--- src/rtl/multicycle_sequencer.sv ---
// Single-state-register sequencer for LDM immediate fetch, CALL, RET, RTI and interrupt entry.
// Drives stack push/pop word selection, fetch hold, flush bubbles and CCR save/restore.
module multicycle_sequencer #(
    parameter int         WORD_WIDTH   = 16,
    parameter int         PC_WIDTH     = 32,
    parameter int         FLUSH_CYCLES = 2,
    parameter logic [4:0] OP_LDM       = 5'h0C,
    parameter logic [4:0] OP_CALL      = 5'h18,
    parameter logic [4:0] OP_RET       = 5'h19,
    parameter logic [4:0] OP_RTI       = 5'h1A,
    localparam int        PC_WORDS     = PC_WIDTH / WORD_WIDTH,
    localparam int        IDX_W        = (PC_WORDS > 1) ? $clog2(PC_WORDS) : 1,
    localparam int        FCNT_W       = (FLUSH_CYCLES > 0) ? $clog2(FLUSH_CYCLES + 1) : 1
) (
    input  logic              clk,
    input  logic              rst_n,
    input  logic              instr_valid,
    input  logic [4:0]        opcode,
    input  logic              bubble,
    input  logic              int_req,
    output logic              hold_fetch,
    output logic              push_en,
    output logic              pop_en,
    output logic [IDX_W-1:0]  pc_word_idx,
    output logic              push_src,
    output logic              ldm_imm,
    output logic              flush,
    output logic [FCNT_W-1:0] flush_cnt,
    output logic              int_ack,
    output logic              ccr_save,
    output logic              ccr_restore
);

    typedef enum logic [2:0] {
        S_IDLE,
        S_LDM,
        S_PUSH,
        S_POP,
        S_FLUSH
    } state_t;

    typedef enum logic [1:0] {
        M_CALL,
        M_INT,
        M_RET,
        M_RTI
    } mode_t;

    localparam logic [IDX_W-1:0]  IDX_LAST   = IDX_W'(PC_WORDS - 1);
    // With no flush cycles configured, a finished PUSH/POP goes straight back to IDLE.
    localparam state_t            POST_STATE = (FLUSH_CYCLES > 0) ? S_FLUSH : S_IDLE;
    localparam logic [FCNT_W-1:0] POST_FCNT  = FCNT_W'(FLUSH_CYCLES);

    state_t            r_state;
    mode_t             r_mode;
    logic [IDX_W-1:0]  r_idx;
    logic [FCNT_W-1:0] r_fcnt;
    logic              r_int_pending;

    logic w_take_int;
    logic w_in_push;
    logic w_in_pop;
    logic w_is_int;

    assign w_take_int = (r_state == S_IDLE) && !bubble && r_int_pending;

    always_ff @(posedge clk or negedge rst_n) begin
        if (!rst_n) begin
            r_state       <= S_IDLE;
            r_mode        <= M_CALL;
            r_idx         <= '0;
            r_fcnt        <= '0;
            r_int_pending <= 1'b0;
        end else begin
            // Entering interrupt service absorbs any request arriving on the same edge.
            r_int_pending <= w_take_int ? 1'b0 : (r_int_pending | int_req);
            if (!bubble) begin
                case (r_state)
                    S_IDLE: begin
                        if (r_int_pending) begin
                            r_state <= S_PUSH;
                            r_mode  <= M_INT;
                            r_idx   <= '0;
                        end else if (instr_valid && opcode == OP_LDM) begin
                            r_state <= S_LDM;
                        end else if (instr_valid && opcode == OP_CALL) begin
                            r_state <= S_PUSH;
                            r_mode  <= M_CALL;
                            r_idx   <= '0;
                        end else if (instr_valid && (opcode == OP_RET || opcode == OP_RTI)) begin
                            r_state <= S_POP;
                            r_mode  <= (opcode == OP_RTI) ? M_RTI : M_RET;
                            r_idx   <= IDX_LAST;
                        end
                    end
                    S_LDM: r_state <= S_IDLE;
                    S_PUSH: begin
                        if (r_idx == IDX_LAST) begin
                            r_idx   <= '0;
                            r_state <= POST_STATE;
                            r_fcnt  <= POST_FCNT;
                        end else begin
                            r_idx <= r_idx + 1'b1;
                        end
                    end
                    S_POP: begin
                        if (r_idx == '0) begin
                            r_state <= POST_STATE;
                            r_fcnt  <= POST_FCNT;
                        end else begin
                            r_idx <= r_idx - 1'b1;
                        end
                    end
                    S_FLUSH: begin
                        r_fcnt <= r_fcnt - 1'b1;
                        if (r_fcnt == FCNT_W'(1)) begin
                            r_state <= S_IDLE;
                        end
                    end
                    default: r_state <= S_IDLE;
                endcase
            end
        end
    end

    assign w_in_push = (r_state == S_PUSH);
    assign w_in_pop  = (r_state == S_POP);
    assign w_is_int  = (r_mode == M_INT);

    // A stall masks every action but keeps fetch frozen so the sequence resumes intact.
    assign hold_fetch  = w_in_push || w_in_pop || (bubble && r_state != S_IDLE);
    assign push_en     = w_in_push && !bubble;
    assign pop_en      = w_in_pop && !bubble;
    assign ldm_imm     = (r_state == S_LDM) && !bubble;
    assign flush       = (r_state == S_FLUSH) && !bubble;
    assign pc_word_idx = (w_in_push || w_in_pop) ? r_idx : '0;
    assign push_src    = w_in_push && w_is_int;
    assign flush_cnt   = (r_state == S_FLUSH) ? r_fcnt : '0;
    assign int_ack     = push_en && w_is_int && (r_idx == '0);
    assign ccr_save    = push_en && w_is_int && (r_idx == '0);
    assign ccr_restore = pop_en && (r_mode == M_RTI) && (r_idx == '0);

endmodule

--- config.mk ---
export PLATFORM = sky130hd
export DESIGN_NAME = multicycle_sequencer
export DESIGN_NICKNAME = d
export VERILOG_FILES = /design/src/rtl/multicycle_sequencer.sv
export SDC_FILE = /design/constraint.sdc
export NUM_CORES = 1
export LEC_CHECK = 0
export CAP_MARGIN = 20
export CORE_MARGIN = 8
export CORE_UTILIZATION = 41
export CTS_CLUSTER_DIAMETER = 40
export DETAILED_ROUTE_END_ITERATION = 8
export GPL_ROUTABILITY_DRIVEN = 0
export PLACE_DENSITY_LB_ADDON = 0.2
export SLEW_MARGIN = 0
export SYNTH_ARGS = -nofsm -noshare
export SYNTH_HDL_FRONTEND = slang
export SYNTH_SLANG_ARGS = --single-unit
--- constraint.sdc ---
create_clock -name clk -period 2.5 [get_ports clk]
set_input_delay 0.25 -clock clk [delete_from_list [all_inputs] [get_ports clk]]
set_output_delay 0.25 -clock clk [all_outputs]
set_load 0.03 [all_outputs]
==> results of run 1 <==
## layout make-up
cell class | count | share of cell area (%)
clock buffer | 3 | 2.48
clock inverter | 1 | 0.550
inverter | 5 | 2.06
multi-input combinational | 53 | 41.5
sequential | 9 | 24.8
tap | 16 | 2.20
timing repair buffer | 25 | 26.4
## placed cells by master (no fill, tap or decap), drive strengths merged, types with 2 or more instances in the layout
| cell | netlist | final |
|---|---|---|
| clkdlybuf4s50 | 0 | 21 |
| dfrtp | 9 | 9 |
| nor2 | 8 | 8 |
| inv | 5 | 5 |
| nand2 | 4 | 4 |
| mux2 | 4 | 4 |
| buf | 5 | 4 |
| a21oi | 4 | 4 |
| nor3 | 3 | 3 |
| clkbuf | 0 | 3 |
| nor4b | 3 | 3 |
| and3 | 2 | 2 |
| o21ai | 2 | 2 |
| a41oi | 2 | 2 |
| nand3 | 2 | 2 |
| nand2b | 2 | 2 |
| o22ai | 2 | 2 |
## kinds of logic (layout without fill, tap and decap cells)
logic type	count (synthesis)	after routing	synth area share (%)
simple gates	31	31	28.1
compound gates	16	16	18.8
buf+inv	10	34	8.08
flops	9	9	34.6
mux	5	5	8.46
fa+ha+maj	1	1	1.92
## worst min path at each step
stage | end | slack (ns) | cells after the start
floorplan | r_fcnt[0]$_DFFE_PN0P_ | -0.05 | 0
global placement | r_fcnt[1]$_DFFE_PN0P_ | 0.48 | 1
detailed placement | r_fcnt[1]$_DFFE_PN0P_ | 0.49 | 1
CTS | r_mode[0]$_DFFE_PN0P_ | 0.28 | 1
global route | r_mode[0]$_DFFE_PN0P_ | 0.31 | 1
finish | r_mode[0]$_DFFE_PN0P_ | 0.27 | 1
## state kept, by name, indices dropped and copies added (netlist names)
register       count
r_fcnt             2
r_state            3
r_int_pending      1
r_mode             2
r_idx              1
## metal layers
layer / up-vias / part of all wire (%)
li1: 316 / -
met1: 282 / 44
met2: 15 / 48
met3: 3 / 6.6
met4: 0 / 0.97
met5: - / 0
## critical path, delay by kind of cell, from the launching register on
| kind | cells | cell delay [ns] |
|---|---|---|
| buffers and inverters | 1 | 0.70 |
| DFF | 1 | 0.44 |
| and+or+nand+nor | 3 | 0.67 |
## through the flow
stage,hold WS [ns],util [%],cell area [µm²],power [W],std cells
after CTS,0.278,61.1,910,0.000945,112
after global placement,0.482,59.2,882,0.000820,108
after global routing,0.305,61.1,910,0.00101,112
after detailed placement,0.486,59.2,882,0.000827,108
final,0.272,61.1,910,0.000934,112
after floorplan,-0.0456,-,656,0.000646,72
## where the power goes
| part | internal [W] | switching (W) | total [W] | leakage (nW) |
|---|---|---|---|---|
| registers | 0.000206 | 0.0000688 | 0.000274 | 0.107 |
| clock network | 0.0000592 | 0.0000541 | 0.000113 | 0.0177 |
| logic | 0.000265 | 0.000281 | 0.000546 | 0.262 |
## Yosys cell counts, types with 2 or more instances
master / count
nor2_1: 8
inv_1: 4
nor3_1: 3
and3_1: 2
nand3_1: 2
o21ai_0: 2
mux2_2: 4
nand2_1: 4
dfrtp_1: 9
a21oi_1: 3
nor4b_1: 2
buf_2: 3
a41oi_1: 2
==> out/metrics.yaml, run 1 <==
synth:
  synthArstFlopShare_pct: 100
  yosysWarnings: 0
  ys_types: 37
  netlist_instances: 72
  synth-seq-cells: 9
  synth_top_area_cell: "dfrtp_1"
  synthTopCellsByArea: "dfrtp_1 (35%), mux2_2 (6.9%), nor2_1 (4.6%)"
  synth_edf_count: 0
  syn_area_um2: 651
  syn_area_per_cell_um2: 9.04
  synthFlopType: "dfrtp_1"
  seq_area_frac_synth_pct: 34.6
  synth_nets: 83
  post-synth-top-area-fraction_pct: 34.6
sta:
  tightestPinTransition_ns: 0.399
  timing.fmax_mhz: 430
  hold_viol: 0
  max_slew_margin_pct: 73.3
  setup_slack_ns: 0.176
  rsz0062_at_grt: "false"
  finalSetupTns_ns: 0
  min_period_ns: 2.32
  drv_slew: 0
  finalCritPeriodShare_pct: 92.9
  setup_viol: 0
  finalClockSkew_ns: 0.00124
critical_path:
  critPathCaptureType: "output pin"
  slowest_delay_ns: 0.70
  rr_worst_depth: 5
  cp_cell_sequence: "nand2b_1 -> nor4b_2 -> nor3b_2 -> clkdlybuf4s50_1"
  critPathMaxFanout: 7
  rrSetupSlack_ns: 0.79
  endpoint: "int_ack"
  cpMaxStageDelayCell: "clkdlybuf4s50_1"
  cp-startpoint: "r_state[1]$_DFFE_PN0P_"
  reg2reg_to: "r_state[0]$_DFFE_PN0P_"
  arrival_ns: 2.07
  start_kind: "flop"
  reg2reg_from: "r_state[1]$_DFFE_PN0P_"
  crit_type: "reg2out"
  cp.required_ns: 2.25
routing:
  viasPerCell: 5.50
  vias: 616
  dr.pass1.iters: 4
  drt_iter0_markers: 15
  wire_per_inst_um: 13.8
  antenna_left: 0
  drc: 0
  routed_wl_um: 1550
die:
  fp.dieW_um: 55.8
  ioPinCount: 22
  core_area_um2: 1490
  die_h_um: 55.8
  rows: 14
  die_area_um2: 3120
  start_util_pct: 43.7
cells_and_area:
  drive_gt1_share_pct: 19.8
  diodes: 0
  fillers: 138
  seq_area_um2: 225
  fin_nets: 108
  multi_input_area_um2: 378
  area_growth_pct: 39.8
global_route:
  antenna_found_initial: 0
  use_met1_pct: 12.6
  grt_start_max_net_pins: 11
  use_met3_pct: 5.71
  grt_busiest_layer: "met2"
  grt.total_usage_pct: 10.6
  overflow: 0
  grtUsageMet2_pct: 16.2
  grt_pass1_wl_um: 2750
  grt_pass1_vias: 626
clock_network:
  path_clk_slew_ns: 0.06
  cts_tree: "built"
  clock_latency_ns: 0.27
  htreeDepth: 1
  cts_resized: 0
  holdBufCountCts: 0
  numCtsBuffers: 3
  cts_setup_buffers: 0
  cts_max_path_buffers: 2
  clockRootBuffer: "clkbuf_4"
  clock-sinks: 9
pwr:
  power_density_nw_per_um2: 1030
  peakVddDrop_mv: 0.564
  p_leak_nw: 0.387
outcome:
  outcome: "completed"
place:
  port_buffers: 21
  dpl.hpwl_um: 1260
  dp_worst_setup_slack_ns: 0.248
flow_run:
  maxCapViolations: 0
hold_path:
  hold_path.class: "in2async"
Note: power is estimated with default switching activity, not from simulation.
==> run 2, diff against run 1 <==
--- a/config.mk
+++ b/config.mk
@@ -11,7 +11,7 @@
 export CTS_CLUSTER_DIAMETER = 40
 export DETAILED_ROUTE_END_ITERATION = 8
 export GPL_ROUTABILITY_DRIVEN = 0
-export PLACE_DENSITY_LB_ADDON = 0.2
+export PLACE_DENSITY_LB_ADDON = 0.05
 export SLEW_MARGIN = 0
 export SYNTH_ARGS = -nofsm -noshare
 export SYNTH_HDL_FRONTEND = slang
==> out/metrics.yaml, run 2 (same netlist as run 1, synthesis figures left out) <==
outcome:
  outcome: "completed"
routing:
  vias: 607
  dr.pass1.iters: 4
  viasPerCell: 5.47
  antenna_left: 0
  wire_per_inst_um: 14.2
  routed_wl_um: 1580
  drt_iter0_markers: 17
  drc: 0
global_route:
  grt.total_usage_pct: 10.8
  grt_pass1_wl_um: 2930
  grt_start_max_net_pins: 11
  grt_pass1_vias: 642
  antenna_found_initial: 0
  overflow: 0
cells_and_area:
  fin_area_um2: 906
  drive_gt1_share_pct: 17.9
  fin_nets: 107
  diodes: 0
  fillers: 121
  layout_common_cells: "clkdlybuf4s50_1 (19), dfrtp_1 (9), nor2_1 (8)"
  regMostFlops: "r_state"
  largest_reg_flops: 3
  area_growth_pct: 39.2
  final_common_cell: "clkdlybuf4s50_1"
  reg_top3: "r_state (3), r_fcnt (2), r_mode (2)"
clock_network:
  path_clk_slew_ns: 0.06
  htreeDepth: 1
  cts_setup_buffers: 0
  clock-sinks: 9
  cts_max_path_buffers: 2
  holdBufCountCts: 0
  clockRootBuffer: "clkbuf_4"
  cts_resized: 0
  clock_latency_ns: 0.26
  numCtsBuffers: 3
  cts_tree: "built"
die:
  die_area_um2: 3120
  fp.dieW_um: 55.8
  die_h_um: 55.8
  core_area_um2: 1490
  rows: 14
  start_util_pct: 43.7
  ioPinCount: 22
place:
  port_buffers: 21
  placed_area_um2: 875
  dpl.hpwl_um: 1250
sta:
  rsz0062_at_grt: "false"
  max_slew_margin_pct: 73.4
  tightestPinTransition_ns: 0.397
  finalCritPeriodShare_pct: 92.2
  min_period_ns: 2.31
  hold_viol: 0
  setup_viol: 0
  finalClockSkew_ns: 0.00727
  timing.fmax_mhz: 434
  finalSetupTns_ns: 0
  drv_slew: 0
critical_path:
  endpoint: "ccr_restore"
  critPathCaptureType: "output pin"
  critPathMaxFanout: 8
  rrSetupSlack_ns: 0.79
  arrival_ns: 2.06
  reg2reg_from: "r_state[1]$_DFFE_PN0P_"
  crit_type: "reg2out"
  reg2reg_to: "r_state[0]$_DFFE_PN0P_"
  start_kind: "flop"
  rr_worst_depth: 4
  cp-startpoint: "r_state[1]$_DFFE_PN0P_"
  cp.required_ns: 2.25
pwr:
  peakVddDrop_mv: 0.590
  p_leak_nw: 0.416
  power_density_nw_per_um2: 1020
hold_path:
  hold_path.class: "in2async"
flow_run:
  maxCapViolations: 0
[run 2: changes by cell type in the layout (fill, tap and decap cells not counted)]
cell	previous run	this run
buf_4	4	3
clkinv_2	1	0
dlymetal6s2s_1	0	2
clkbuf_1	0	1
clkdlybuf4s50_1	21	19
[run 2: metrics by stage]
step                      hold slack (ns)  utilization [%]  instances  total power [W]  setup slack [ns]
after global placement              0.477             58.7        107         0.000812             0.301
after detailed placement            0.487             58.7        107         0.000821             0.242
final                               0.276             60.8        111         0.000927             0.195
after CTS                           0.287             60.5        111         0.000938            0.0270
after floorplan                   -0.0456                -         72         0.000646            0.0907
after global routing                0.319             60.8        111          0.00100            0.0451
[run 2: worst min path at each step]
stage                                     start                    end  slack, ns  cells past startpoint
after floorplan                           rst_n  r_fcnt[0]$_DFFE_PN0P_      -0.05                      0
after global placement    r_fcnt[1]$_DFFE_PN0P_  r_fcnt[1]$_DFFE_PN0P_       0.48                      1
after detailed placement  r_fcnt[1]$_DFFE_PN0P_  r_fcnt[1]$_DFFE_PN0P_       0.49                      1
after CTS                                 rst_n      r_idx$_DFFE_PN0P_       0.29                      1
after global routing                      rst_n  r_mode[0]$_DFFE_PN0P_       0.32                      1
final                                     rst_n  r_mode[0]$_DFFE_PN0P_       0.28                      1
[run 2: cell type report]
cell class              instances  area [µm²]  area share [%]
inverters                       5        18.8            2.07
well taps                      16        20.0            2.21
clock buffers                   4        26.3            2.90
multi-input cells              53         378            41.7
repair buffers                 24         238            26.2
flip-flops and latches          9         225            24.9
[run 2: critical path, cell delays in order, from the launching register on]
cell	delay, ns
dfrtp_1	0.44
nand2b_1	0.23
nor3_1	0.25
and4b_1	0.22
clkdlybuf4s50_1	0.67
[run 2: power breakdown]
part           internal [W]  switching, W
sequential         0.000205     0.0000685
clock             0.0000615     0.0000514
combinational      0.000255      0.000285
total              0.000522      0.000405
[run 2: per-layer routing]
layer  part of all wire, %  global-route usage (%)  wire [µm]  up-vias
met2                    44                    16.0        695       16
met4                     0                    3.09          0        0
met3                   6.1                    4.11         96        0
li1                      -                       -          -      309
met1                    50                    14.2        787      282
met5                     0                       0          0        -
==> run 3, diff against run 2 <==
--- a/config.mk
+++ b/config.mk
@@ -7,11 +7,12 @@
 export LEC_CHECK = 0
 export CAP_MARGIN = 20
 export CORE_MARGIN = 8
-export CORE_UTILIZATION = 41
+export CORE_UTILIZATION = 39
 export CTS_CLUSTER_DIAMETER = 40
 export DETAILED_ROUTE_END_ITERATION = 8
 export GPL_ROUTABILITY_DRIVEN = 0
 export PLACE_DENSITY_LB_ADDON = 0.05
+export SKIP_LAST_GASP = 1
 export SLEW_MARGIN = 0
 export SYNTH_ARGS = -nofsm -noshare
 export SYNTH_HDL_FRONTEND = slang
==> constraint.sdc (replaced) <==
create_clock -name clk -period 2.1 [get_ports clk]
set_input_delay 0.21 -clock clk [delete_from_list [all_inputs] [get_ports clk]]
set_output_delay 0.21 -clock clk [all_outputs]
set_load 0.03 [all_outputs]
==> out/metrics.yaml, run 3 (same netlist as run 1, synthesis figures left out) <==
clock_network:
  cts_tree: "built"
  htreeDepth: 1
  cts_max_path_buffers: 2
  clock-sinks: 9
  clock_latency_ns: 0.27
  numCtsBuffers: 3
  clockRootBuffer: "clkbuf_4"
  holdBufCountCts: 0
  path_clk_slew_ns: 0.06
routing:
  dr.pass1.iters: 4
  antenna_left: 0
  wire_per_inst_um: 14.5
  routed_wl_um: 1650
  viasPerCell: 5.62
  vias: 641
  drc: 0
  drt_iter0_markers: 6
cells_and_area:
  final_cells: 114
  largest_reg_flops: 3
  fin_nets: 110
  reg_top3: "r_state (3), r_fcnt (2), r_mode (2)"
  area_growth_pct: 43.7
  regMostFlops: "r_state"
  drive_gt1_share_pct: 27.6
  final_common_cell: "clkdlybuf4s50_1"
  diodes: 0
  layout_common_cells: "clkdlybuf4s50_1 (12), buf_4 (11), nor2_1 (8), dfrtp_1 (8)"
critical_path:
  reg2reg_to: "r_state[0]$_DFFE_PN0P_"
  start_kind: "flop"
  crit_type: "reg2out"
  critPathMaxFanout: 5
  rrSetupSlack_ns: 0.40
  arrival_ns: 1.76
  reg2reg_from: "r_state[2]$_DFFE_PN0P_"
  cp.required_ns: 1.89
  critPathCaptureType: "output pin"
  rr_worst_depth: 5
sta:
  finalSetupTns_ns: 0
  finalCritPeriodShare_pct: 93.7
  rsz0062_at_grt: "false"
  tightestPinTransition_ns: 0.429
  hold_viol: 0
  timing.fmax_mhz: 508
  setup_viol: 0
  setup_slack_ns: 0.131
  max_slew_margin_pct: 71.3
  finalClockSkew_ns: 0.00632
  drv_slew: 0
  min_period_ns: 1.97
outcome:
  outcome: "completed"
place:
  placed_cells: 110
  port_buffers: 21
  dpl.hpwl_um: 1310
  dp_worst_setup_slack_ns: 0.199
pwr:
  p_leak_nw: 0.472
  power_density_nw_per_um2: 1220
  peakVddDrop_mv: 0.609
flow_run:
  maxCapViolations: 0
global_route:
  grt_start_max_net_pins: 11
  grt_pass1_vias: 631
  grt_pass1_wl_um: 2730
  antenna_found_initial: 0
  grt.total_usage_pct: 10.3
  overflow: 0
die:
  start_util_pct: 42.2
  die_h_um: 56.8
  die_area_um2: 3230
  rows: 14
  core_area_um2: 1540
  ioPinCount: 22
  fp.dieW_um: 56.8
hold_path:
  hold_path.class: "in2async"
==> run 3: cell count changes in the layout (fill, tap and decap cells not counted) <==
cell / change
buf_4: +8
clkbuf_1: -1
clkdlybuf4s50_1: -7
clkinv_2: +1
dfrtp_1: -1
dfrtp_2: +1
dlygate4sd2_1: +1
dlymetal6s2s_1: +1
nor3b_2: -1
nor3b_4: +1
nor4b_2: -1
nor4b_4: +1
==> run 3: area by class of cell <==
type                       instances  area (µm²)
fill                             137         607
multi-input combinational         53         393
clock inverter                     1        5.00
inverter                           5        18.8
tap                               16        20.0
clock buffer                       3        22.5
timing repair buffer              27         249
sequential                         9         226
==> run 3: worst max-delay path by stage <==
stage,depth (start not counted),start,slack (ns),endpoint
CTS,3,r_state[2]$_DFFE_PN0P_,0.05,pop_en
finish,3,r_state[2]$_DFFE_PN0P_,0.13,push_en
global placement,3,bubble,0.22,pop_en
global route,3,r_state[2]$_DFFE_PN0P_,0.02,push_en
floorplan,5,r_state[2]$_DFFE_PN0P_,0.07,int_ack
detailed placement,3,bubble,0.20,pop_en
==> run 3: critical path, cell delays in order (launching register included) <==
cell	delay (ns)
dfrtp_1	0.38
nand2b_1	0.25
nor3_1	0.17
clkdlybuf4s50_1	0.70
==> run 3: timing repair <==
item / in CTS / in global routing
buffers inserted: 0 / 0
pin swaps: 0 / 0
resized for setup: 2 / 3
endpoints found under the setup margin: 3 / 3
==> run 3: routing by layer <==
metal	routed length [µm]	vias up	global-route usage, %
li1	-	314	-
met1	746	308	11.4
met2	762	14	15.7
met3	123	5	5.84
met4	21	0	4.70
met5	0	-	0
==> run 3: report_power, final <==
part | internal (W) | switching, W | total, W
sequential | 0.000245 | 0.0000745 | 0.000319
clock | 0.0000703 | 0.0000639 | 0.000134
combinational | 0.000329 | 0.000361 | 0.000690
total | 0.000644 | 0.000500 | 0.00114
==> run 3: stage by stage <==
step / instance area (µm²) / hold WS, ns / utilization, % / power (W)
2_1_floorplan: 671 / -0.0856 / - / 0.000793
3_3_place_gp: 900 / 0.474 / 58.4 / 0.00101
3_5_place_dp: 900 / 0.478 / 58.4 / 0.00102
4_1_cts: 927 / 0.248 / 60.1 / 0.00116
5_1_grt: 935 / 0.277 / 60.6 / 0.00123
6_report: 935 / 0.246 / 60.6 / 0.00114
==> RTL change, RTL diff (settings of run 1) <==
Reset style: synchronous (`rst_n`), changed in one clocked block.
--- a/src/rtl/multicycle_sequencer.sv
+++ b/src/rtl/multicycle_sequencer.sv
@@ -64,7 +64,7 @@
 
     assign w_take_int = (r_state == S_IDLE) && !bubble && r_int_pending;
 
-    always_ff @(posedge clk or negedge rst_n) begin
+    always_ff @(posedge clk) begin
         if (!rst_n) begin
             r_state       <= S_IDLE;
             r_mode        <= M_CALL;
Formal check against the unedited RTL: differs if rst_n is asserted again (counterexample within 4 cycles, from zero or initial values and one cycle with rst_n low); with rst_n held inactive, the same outputs for 10 cycles.
==> RTL change against run 1 <==
  * Wire length up 7.3%
  * Synthesized area rose by 7.3%
  * Sequential cell count is the same
  * Cell area rose by 0.14%
  * Largest cell class unchanged
  * Setup slack better by 0.030 ns
Power is not compared: it rests on default switching activity, and its combinational part moved more than twofold at a synthesized area within 25%.
==> RTL change: results <==
group,metric,value,unit
yosys,synth_nets,96,
sta,max_slew.worst_pin.slew,0.391,ns
global_route,grt_pass1_wl,2.97,mm
critical_path,critPathMaxFanout,10,
cts,clock_pin_slew_on_the_worst_setup_and_hold_paths,0.07,ns
cts,cts_made_buffers,3,
cts,post-cts-setup-buffers,0,
placed_design,numPlacedInstances,119,
cells_and_area,n_antenna_cell,0,
cells_and_area,final_layout_size_suffix_gt1_frac,0.142,
yosys,synth_async_sr_flop_share,0,
drt,routedWlPerCell,13.5,um
cells_and_area,final.fill_count,156,
drt,drc_errors,0,
yosys,syn_inst,85,
global_route,grt_pass1_vias,629,
critical_path,reg2regPathDepth,4,
drt,vias,680,
cts,ctsRootBufferMaster,"sky130_fd_sc_hd__clkbuf_4",
global_route,global_route.usage.total,0.113,
critical_path,r2r_start,"r_state[0]",
yosys,netlist_top_cells_area,"sky130_fd_sc_hd__dfxtp_1 (26%), sky130_fd_sc_hd__nor2_1 (4.8%), sky130_fd_sc_hd__mux2i_1 (4.3%)",
worst_hold_path,hold_class,"reg -> reg",
drt,drt_pass1_iterations,3,
drt,post_drt_via_cell_ratio,5.53,
yosys,synth_seq_area_share,0.258,
worst_hold_path,timing.hold.worst_path_depth,2,
cts,number_of_h_tree_levels,1,
yosys,synth_cell_type_count,40,
cts,clock_tree.buffer_depth,2,
placed_design,dp_worst_setup_slack,0.241,ns
worst_hold_path,min_from,"r_mode[0]",
global_route,largest_net_degree_at_the_start_of_global_routing,15,
critical_path,worst_ep_arrival_time,2.04,ns
worst_hold_path,holdPathEnd,"r_mode[0]",
global_route,gr-total-overflow,0,
placed_design,dpl.hpwl,1.29,mm
yosys,synth_commonest_cells,"sky130_fd_sc_hd__dfxtp_1 (9), sky130_fd_sc_hd__nor2_1 (9), sky130_fd_sc_hd__nand2_1 (7)",
global_route,antenna_found_initial,0,
critical_path,reg2reg_setup_slack,1.09,ns
power_and_ir_drop,power.leakage,0.326,nW
run_status,result_of_the_run,"finished, final reports clean",
yosys,ys.flop_type,"sky130_fd_sc_hd__dfxtp_1",
power_and_ir_drop,worst_ir_drop_vdd,0.247,mV
critical_path,regToRegEndpoint,"r_state[2]",
cells_and_area,largest_registers,"r_state x3, r_fcnt x2, r_mode x2",
sta,fin_skew,0.000746,ns
drt,drt-initial-drc-count,5,
RTL change: cell types whose count changed after synthesis, moves of 2 or more:
| cell | run 1 | this run |
|---|---|---|
| sky130_fd_sc_hd__dfrtp_1 | 9 | 0 |
| sky130_fd_sc_hd__and3_1 | 2 | 0 |
| sky130_fd_sc_hd__a21oi_1 | 3 | 5 |
| sky130_fd_sc_hd__nor3_1 | 3 | 6 |
| sky130_fd_sc_hd__a41oi_1 | 2 | 0 |
| sky130_fd_sc_hd__nor2b_1 | 0 | 2 |
| sky130_fd_sc_hd__nand2_1 | 4 | 7 |
| sky130_fd_sc_hd__dfxtp_1 | 0 | 9 |
| sky130_fd_sc_hd__o21ai_1 | 0 | 2 |
| sky130_fd_sc_hd__mux2i_1 | 1 | 3 |
| sky130_fd_sc_hd__mux2_2 | 4 | 0 |
RTL change: layer usage:
metal  part of all wire  track usage  routed length [um]
met5                  0            0                   0
met4             0.0072       0.0429                  12
met3              0.040       0.0471                  66
met2               0.45        0.155                 754
met1               0.50        0.150                 827
RTL change: cell families after synthesis:
family,Yosys count,share of synthesized area
buf+inv,9,0.102
mux,3,0.0430
simple gates,45,0.387
xor+xnor,1,0.0125
fa+ha+maj,1,0.0179
compound gates,17,0.179
flops,9,0.258
RTL change: layout make-up:
class	count	area [um2]	area share
Inverter	3	11.3	0.0124
Multi-Input combinational cell	67	447	0.490
Sequential cell	9	180	0.198
Timing Repair Buffer	23	225	0.247
Tap cell	17	21.3	0.0234
Clock buffer	4	26.3	0.0288
RTL change: critical path, delay by kind of cell, from the launching register on:
family,cells,cell delay (ns)
buffers and inverters,1,0.69
flip-flops,1,0.41
AND/OR/NAND/NOR,3,0.68
RTL change: worst max path at each step:
stage	startpoint	endpoint	depth (start not counted)	slack [ns]
final	r_state[2]	ccr_save	4	0.21
after global routing	r_state[2]	ccr_save	4	0.005
after global placement	bubble	push_en	5	0.26
after detailed placement	bubble	int_ack	5	0.24
after floorplan	r_state[0]	int_ack	4	0.65
after CTS	r_state[0]	int_ack	3	0.20
RTL change: power by group through the flow:
stage | clock network, mW | logic, mW | registers [mW]
finish | 0.118 | 0.0745 | 0.157
CTS | 0.121 | 0.0746 | 0.157
floorplan | 0 | 0.0520 | 0.158
detailed placement | 0 | 0.0742 | 0.160
global placement | 0 | 0.0736 | 0.161
global route | 0.133 | 0.0827 | 0.159
RTL change: stage by stage:
stage / cell area [um2] / power (mW) / hold slack [ns]
2_1_floorplan: 698 / 0.210 / 0.387
3_3_place_gp: 885 / 0.234 / 0.459
3_5_place_dp: 885 / 0.235 / 0.480
4_1_cts: 911 / 0.353 / 0.488
5_1_grt: 911 / 0.374 / 0.524
6_report: 911 / 0.350 / 0.480
